## config.mk

```make
export PLATFORM = sky130hd
export DESIGN_NAME = corr_accum
export DESIGN_NICKNAME = d
export VERILOG_FILES = /design/src/rtl/corr_accum.sv
export SDC_FILE = /design/constraint.sdc
export NUM_CORES = 1
export LEC_CHECK = 0
export ABC_AREA = 1
export ABC_CLOCK_PERIOD_IN_PS = 13100
export CAP_MARGIN = 20
export CORE_MARGIN = 1.5
export CORE_UTILIZATION = 43
export DETAILED_ROUTE_END_ITERATION = 12
export PLACE_DENSITY = 0.63
export SYNTH_ARGS = -nofsm -noshare
export SYNTH_HDL_FRONTEND = slang
export SYNTH_SLANG_ARGS = --single-unit
```

## constraint.sdc

```tcl
create_clock -name clk -period 13.1 [get_ports clk]
set_clock_uncertainty 0.2 [all_clocks]
set_input_delay 2.62 -clock clk [delete_from_list [all_inputs] [get_ports clk]]
set_output_delay 2.62 -clock clk [all_outputs]
set_load 0.01 [all_outputs]
```

## src/rtl/corr_accum.sv

```systemverilog
// corr_accum: complex correlation accumulator.
// Accepts `length` I/Q sample pairs. For each pair it registers the
// full-precision product x * conj(y), sums the products over the frame
// and presents the total to a downstream arg-max stage through a
// valid/ready handshake.
//
// Ports
//   clk            rising-edge clock
//   reset          synchronous active-high reset
//   m_axis_tvalid  upstream sample pair valid
//   s_axis_tready  block can accept a sample pair (registered)
//   xi, xq         signed reference sample I/Q
//   yi, yq         signed shifted sample I/Q
//   m_axis_tready  downstream can accept a result
//   s_axis_tvalid  correlation result valid (registered)
//   out_i, out_q   signed accumulated correlation I/Q (registered)
module corr_accum #(
  parameter int unsigned in_bits = 8,
  parameter int unsigned length  = 4,
  localparam int unsigned acc_bits = 2 * in_bits + 1 + $clog2(length)
) (
  input  logic                       clk,
  input  logic                       reset,
  input  logic                       m_axis_tvalid,
  output logic                       s_axis_tready,
  input  logic signed [in_bits-1:0]  xi,
  input  logic signed [in_bits-1:0]  xq,
  input  logic signed [in_bits-1:0]  yi,
  input  logic signed [in_bits-1:0]  yq,
  input  logic                       m_axis_tready,
  output logic                       s_axis_tvalid,
  output logic signed [acc_bits-1:0] out_i,
  output logic signed [acc_bits-1:0] out_q
);

  localparam int unsigned mul_bits  = 2 * in_bits;
  localparam int unsigned prod_bits = 2 * in_bits + 1;
  localparam int unsigned cnt_bits  = (length > 1) ? $clog2(length) : 1;
  localparam logic [cnt_bits-1:0] cnt_last = cnt_bits'(length - 1);

  localparam logic [1:0] st_accum = 2'd0;
  localparam logic [1:0] st_drain = 2'd1;
  localparam logic [1:0] st_out   = 2'd2;

  logic [1:0]          state;
  logic [1:0]          state_next;
  logic [cnt_bits-1:0] cnt;
  logic [cnt_bits-1:0] cnt_next;
  logic                accept_c;
  logic                xfer_c;

  logic signed [mul_bits-1:0]  m_ii;
  logic signed [mul_bits-1:0]  m_qq;
  logic signed [mul_bits-1:0]  m_qi;
  logic signed [mul_bits-1:0]  m_iq;
  logic signed [prod_bits-1:0] pr_c;
  logic signed [prod_bits-1:0] pi_c;

  logic signed [prod_bits-1:0] prod_i;
  logic signed [prod_bits-1:0] prod_q;
  logic                        prod_valid;
  logic signed [acc_bits-1:0]  acc_i;
  logic signed [acc_bits-1:0]  acc_q;
  logic signed [acc_bits-1:0]  acc_sum_i_c;
  logic signed [acc_bits-1:0]  acc_sum_q_c;

  // Full-precision x * conj(y); operands widened first so no bits are lost.
  assign m_ii = mul_bits'(xi) * mul_bits'(yi);
  assign m_qq = mul_bits'(xq) * mul_bits'(yq);
  assign m_qi = mul_bits'(xq) * mul_bits'(yi);
  assign m_iq = mul_bits'(xi) * mul_bits'(yq);
  assign pr_c = prod_bits'(m_ii) + prod_bits'(m_qq);
  assign pi_c = prod_bits'(m_qi) - prod_bits'(m_iq);

  // Running sum including the pending product. Out loads it on the DRAIN
  // edge, so the final product lands in out_* on the same edge it reaches
  // the accumulator.
  always_comb begin
    acc_sum_i_c = acc_i;
    acc_sum_q_c = acc_q;
    if (prod_valid) begin
      acc_sum_i_c = acc_i + acc_bits'(prod_i);
      acc_sum_q_c = acc_q + acc_bits'(prod_q);
    end
  end

  // Next-state, counter and handshake decode.
  always_comb begin
    state_next = state;
    cnt_next   = cnt;
    accept_c   = 1'b0;
    xfer_c     = 1'b0;
    case (state)
      st_accum: begin
        if (m_axis_tvalid) begin
          accept_c = 1'b1;
          if (cnt == cnt_last) begin
            cnt_next   = '0;
            state_next = st_drain;
          end else begin
            cnt_next = cnt + cnt_bits'(1);
          end
        end
      end
      st_drain: state_next = st_out;
      st_out: begin
        if (m_axis_tready) begin
          xfer_c     = 1'b1;
          state_next = st_accum;
        end
      end
      default: state_next = st_accum;
    endcase
  end

  // State, counter and registered handshake outputs.
  always_ff @(posedge clk) begin
    if (reset) begin
      state         <= st_accum;
      cnt           <= '0;
      s_axis_tready <= 1'b1;
      s_axis_tvalid <= 1'b0;
    end else begin
      state         <= state_next;
      cnt           <= cnt_next;
      s_axis_tready <= (state_next == st_accum);
      s_axis_tvalid <= (state_next == st_out);
    end
  end

  // Product pipeline, accumulators and result registers.
  always_ff @(posedge clk) begin
    if (reset) begin
      prod_i     <= '0;
      prod_q     <= '0;
      prod_valid <= 1'b0;
      acc_i      <= '0;
      acc_q      <= '0;
      out_i      <= '0;
      out_q      <= '0;
    end else begin
      prod_valid <= accept_c;
      if (accept_c) begin
        prod_i <= pr_c;
        prod_q <= pi_c;
      end
      // A transfer only happens in OUT, where no product is pending.
      if (xfer_c) begin
        acc_i <= '0;
        acc_q <= '0;
      end else if (prod_valid) begin
        acc_i <= acc_sum_i_c;
        acc_q <= acc_sum_q_c;
      end
      if (state == st_drain) begin
        out_i <= acc_sum_i_c;
        out_q <= acc_sum_q_c;
      end
    end
  end

endmodule

```

Word level (Yosys, flattened, before mapping)
Cells that the tools add are included.
{ "word_totals": {"register_bits": 117, "in_bits": 36, "output_inout_bits": 40} }
{ "op_classes": {"n_addsub": 5, "n_mul": 4, "n_eq_ne": 4, "muxes": 11, "n_reduce_logical": 4} }
{ "op_table": {"columns": ["cell", "count"], "rows": [
  ["$mul A8 B8 Y16", 4],
  ["$add A19 B17 Y19", 2],
  ["$mux W19", 2],
  ["$add A16 B16 Y17", 1],
  ["$sub A16 B16 Y17", 1],
  ["$mux W2", 4],
  ["$eq A2 B2 Y1 const B", 3],
  ["$pmux W2 S3", 1],
  ["$logic_not A2 Y1", 2],
  ["$mux W1", 4],
  ["$add A2 B1 Y2 const B", 1],
  ["$eq A2 B1 Y1 const B", 1],
  ["$reduce_and A2 Y1", 1],
  ["$reduce_or A2 Y1", 1]
]} }

Logic depth before layout (Yosys ltp)
{ "logic_depth": {"depth_word": 5, "ltp_mapped": 27, "mapped_depth_nobuf": 25} }

Worst setup path before layout
OpenSTA, ideal clock, no wires.
{ "synth_timing": {"kind": "input -> register", "from": "input port yq[1]", "to": "register prod_q[16]", "setup_time_ns": 0.109, "t_arrival_ns": 7.489, "setup_slack_ns": 5.303, "path_stages": 26, "path_cell_list": "clkbuf_1 clkbuf_1 nand2_1 inv_1 fa_1 inv_1 fa_1 inv_1 fa_1 fa_1 inv_1 fa_1 inv_1 fa_1 inv_1 ha_1 nand2_1 nor2_1 inv_1 o21a_1 nand2_1 inv_1 nand2_1 nand3_1 nand2_1 inv_1"} }
{ "synth_via": {"elab_chain_len": 2} }
{ "synth_lines": {"columns": ["element", "line", "text"], "rows": [
  ["from (decl)", "29", "input logic signed [in_bits-1:0] yq,"],
  ["$mul A8 B8 Y16", "71", "assign m_iq = mul_bits'(xi) * mul_bits'(yq);"],
  ["$sub A16 B16 Y17", "73", "assign pi_c = prod_bits'(m_qi) - prod_bits'(m_iq);"],
  ["to (signal assigned)", "145", "prod_q <= pi_c;"],
  ["to (decl)", "60", "logic signed [prod_bits-1:0] prod_q;"]
]} }
Every way passes these cells.
A chain may end at the register's enable or synchronous reset.

Worst setup path in the final report
{ "layout_timing": {"from": "input port xq[7]", "to": "register prod_i[13]"} }
{ "layout_via": {"elab_chain_len": 2} }
{ "layout_lines": {"columns": ["element", "line", "text"], "rows": [
  ["from (decl)", "27", "input logic signed [in_bits-1:0] xq,"],
  ["$mul A8 B8 Y16", "69", "assign m_qq = mul_bits'(xq) * mul_bits'(yq);"],
  ["$add A16 B16 Y17", "72", "assign pr_c = prod_bits'(m_ii) + prod_bits'(m_qq);"],
  ["to (signal assigned)", "144", "prod_i <= pr_c;"],
  ["to (decl)", "59", "logic signed [prod_bits-1:0] prod_i;"]
]} }
Every way passes these cells.

==> results.toml <==
[logic_synthesis]
synthArstFlopShare = 0
ys_seq_elements = 117
avgSynthCellArea_um2 = 7.34
ys.flop_type = "dfxtp_1"
ys_warn_count = 0
ys_seq_area_frac = 0.130
netlist_area_um2 = 18000
synth_edf_count = 0
synth_nets = 2918
synthCells = 2453
ys_types = 47

[routing]
dr.pass1.iters = 5
drtAntennaViolNets = 0
routedWlPerCell_um = 15.1
drtIter0Drc = 805
drc = 0
vias = 14653
post_drt_via_cell_ratio = 4.86
drt-total-wl_mm = 45.4

[global_route]
gr-usage-all-layers = 0.226
grt_pass1_vias = 15666
grt_pass1_wl_mm = 78.0
grt_max_degree = 46
antenna_found_initial = 0
grt_overflow_total = 0

[clocking]
cts_buffers = 17
clk_pin_slew_ns = 0.06
hold_buffers = 0
clock-root-buffer = "clkbuf_16"
clock-sinks = 117
cts_tree = "done"
htreeDepth = 4
clk-insertion-delay-late_ns = 0.42
post_cts_resized = 0
cts_max_path_buffers = 2
cts_setup_buffers = 0

[timing]
clock.fmax_mhz = 116
timing.hold.ws_ns = 0.293
period_share = 0.657
finalSetupViolCount = 0
maxSlewViolCount = 0
worstMarginPinSlew_ns = 1.01
relSlewSlack = 0.328
hold_viol = 0
finalCriticalPeriod_ns = 8.61
rsz0062_at_grt = "no"
final.setup.tns_ns = 0

[floorplanning]
die_y_um = 208
die_x_um = 208
core-area_um2 = 41100
row_count = 74
boundaryPins = 76
dieArea_um2 = 43100
start_util = 0.438

[layout]
final_common_cell = "inv_1"
final_cell_mix = "inv_1 (628), nand2_1 (567), fa_1 (281)"
fillers = 4175
syn2layout_area_growth_pct = 9.56
nNetsFinal = 2933
final_layout_size_suffix_gt1_frac = 0.0367
diodes = 0

[setup_path]
reg2reg_to = "out_i[16]"
timing.critical_path.fanout_max = 16
startpoint_type = "input pin"
startpoint = "xq[7]"
end_kind = "register"
arrival_ns = 8.73
worstPathRequired_ns = 13.22
r2r_setup_slack_ns = 10.59
path_class = "in2reg"
endpoint = "prod_i[13]"
r2r-start = "prod_i[0]"
reg2reg_depth = 15

[placement]
hpwl_mm = 36.7
portBuffers = 75
finalWeightedCongestion = 0.895

[worst_hold_path]
hold_path.class = "reg2reg"

[flow_run]
max_cap_violations = 0

[run_status]
status = "completed"
==> state kept, by name (all words and copies together), names as in the netlist <==
signal	flops
acc_i	19
acc_q	19
out_i	19
out_q	19
prod_i	17
prod_q	17
cnt	2
state	2
prod_valid	1
s_axis_tready	1
s_axis_tvalid	1
==> through the flow <==
stage,cells,cell area [um^2],utilization,setup slack [ns]
global route,3012,19700,0.480,4.14
finish,3012,19700,0.480,4.49
global placement,2980,19100,0.465,4.15
floorplan,2453,18000,-,5.30
CTS,3011,19700,0.479,4.57
detailed placement,2980,19100,0.465,4.13
==> layout make-up <==
| cell class | instances | area, um^2 | area share |
|---|---|---|---|
| Clock buffer | 21 | 460 | 0.0234 |
| Clock inverter | 10 | 130 | 0.00660 |
| Sequential cell | 117 | 2340 | 0.119 |
| Inverter | 634 | 2380 | 0.121 |
| Multi-Input combinational cell | 1612 | 12900 | 0.654 |
| Tap cell | 532 | 666 | 0.0338 |
| Timing Repair Buffer | 86 | 853 | 0.0433 |
==> per-layer routing <==
| layer | routed length, um | GRT usage |
|---|---|---|
| met2 | 22500 | 0.403 |
| met5 | 0 | 0 |
| met3 | 2350 | 0.0359 |
| met4 | 1100 | 0.0636 |
| met1 | 19500 | 0.283 |
==> critical path: stages <==
cell and delay [ns]:
clkdlybuf4s50_1 0.90, nand2_1 0.25, inv_1 0.37, fa_1 0.54, fa_1 0.51, fa_1 0.57, fa_1 0.43, fa_1 0.49
inv_1 0.05, fa_1 0.47, inv_1 0.04, ha_1 0.38, nand2_1 0.10, nor2_1 0.27, nand3_1 0.18, nand3_1 0.15
nand3_1 0.10, nand3_1 0.09, nand3_1 0.09, nand2_1 0.10, inv_1 0.04
==> cell usage after synthesis (9+ instances only) <==
library cell  number  area share
nand2_2           11      0.0038
dfxtp_1          117        0.13
o21ai_0           55       0.015
xnor2_1           21       0.010
xor2_1            21       0.010
a21oi_1           78       0.022
nand3b_1          14      0.0058
nand3_1          110       0.031
ha_1             148        0.10
nand4_1           16      0.0056
buf_2             14      0.0039
nor2_2             9      0.0031
o211ai_1          12      0.0050
nor2_1           205       0.043
clkbuf_1          68       0.014
nand2_1          567        0.12
inv_1            628        0.13
fa_1             281        0.31
==> logic make-up after synthesis <==
logic type      Yosys count  share of synthesized area
xor+xnor                 42                     0.0204
compound gates          178                     0.0556
flops                   117                      0.130
mux                       4                    0.00222
fa+ha+maj               429                      0.415
buf+inv                 724                      0.154
simple gates            959                      0.222
==> worst min path at each step <==
stage | start | slack [ns] | depth (start not counted) | to
detailed placement | acc_i[11] | 0.29 | 2 | acc_i[11]
CTS | acc_q[17] | 0.30 | 2 | acc_q[17]
global placement | cnt[1] | 0.27 | 2 | cnt[1]
finish | acc_q[17] | 0.29 | 2 | acc_q[17]
floorplan | cnt[1] | 0.26 | 2 | cnt[1]
global route | acc_q[17] | 0.32 | 2 | acc_q[17]
Power is not shown: default switching activity piles up to over one toggle a cycle in this logic, so the estimate is an artifact.
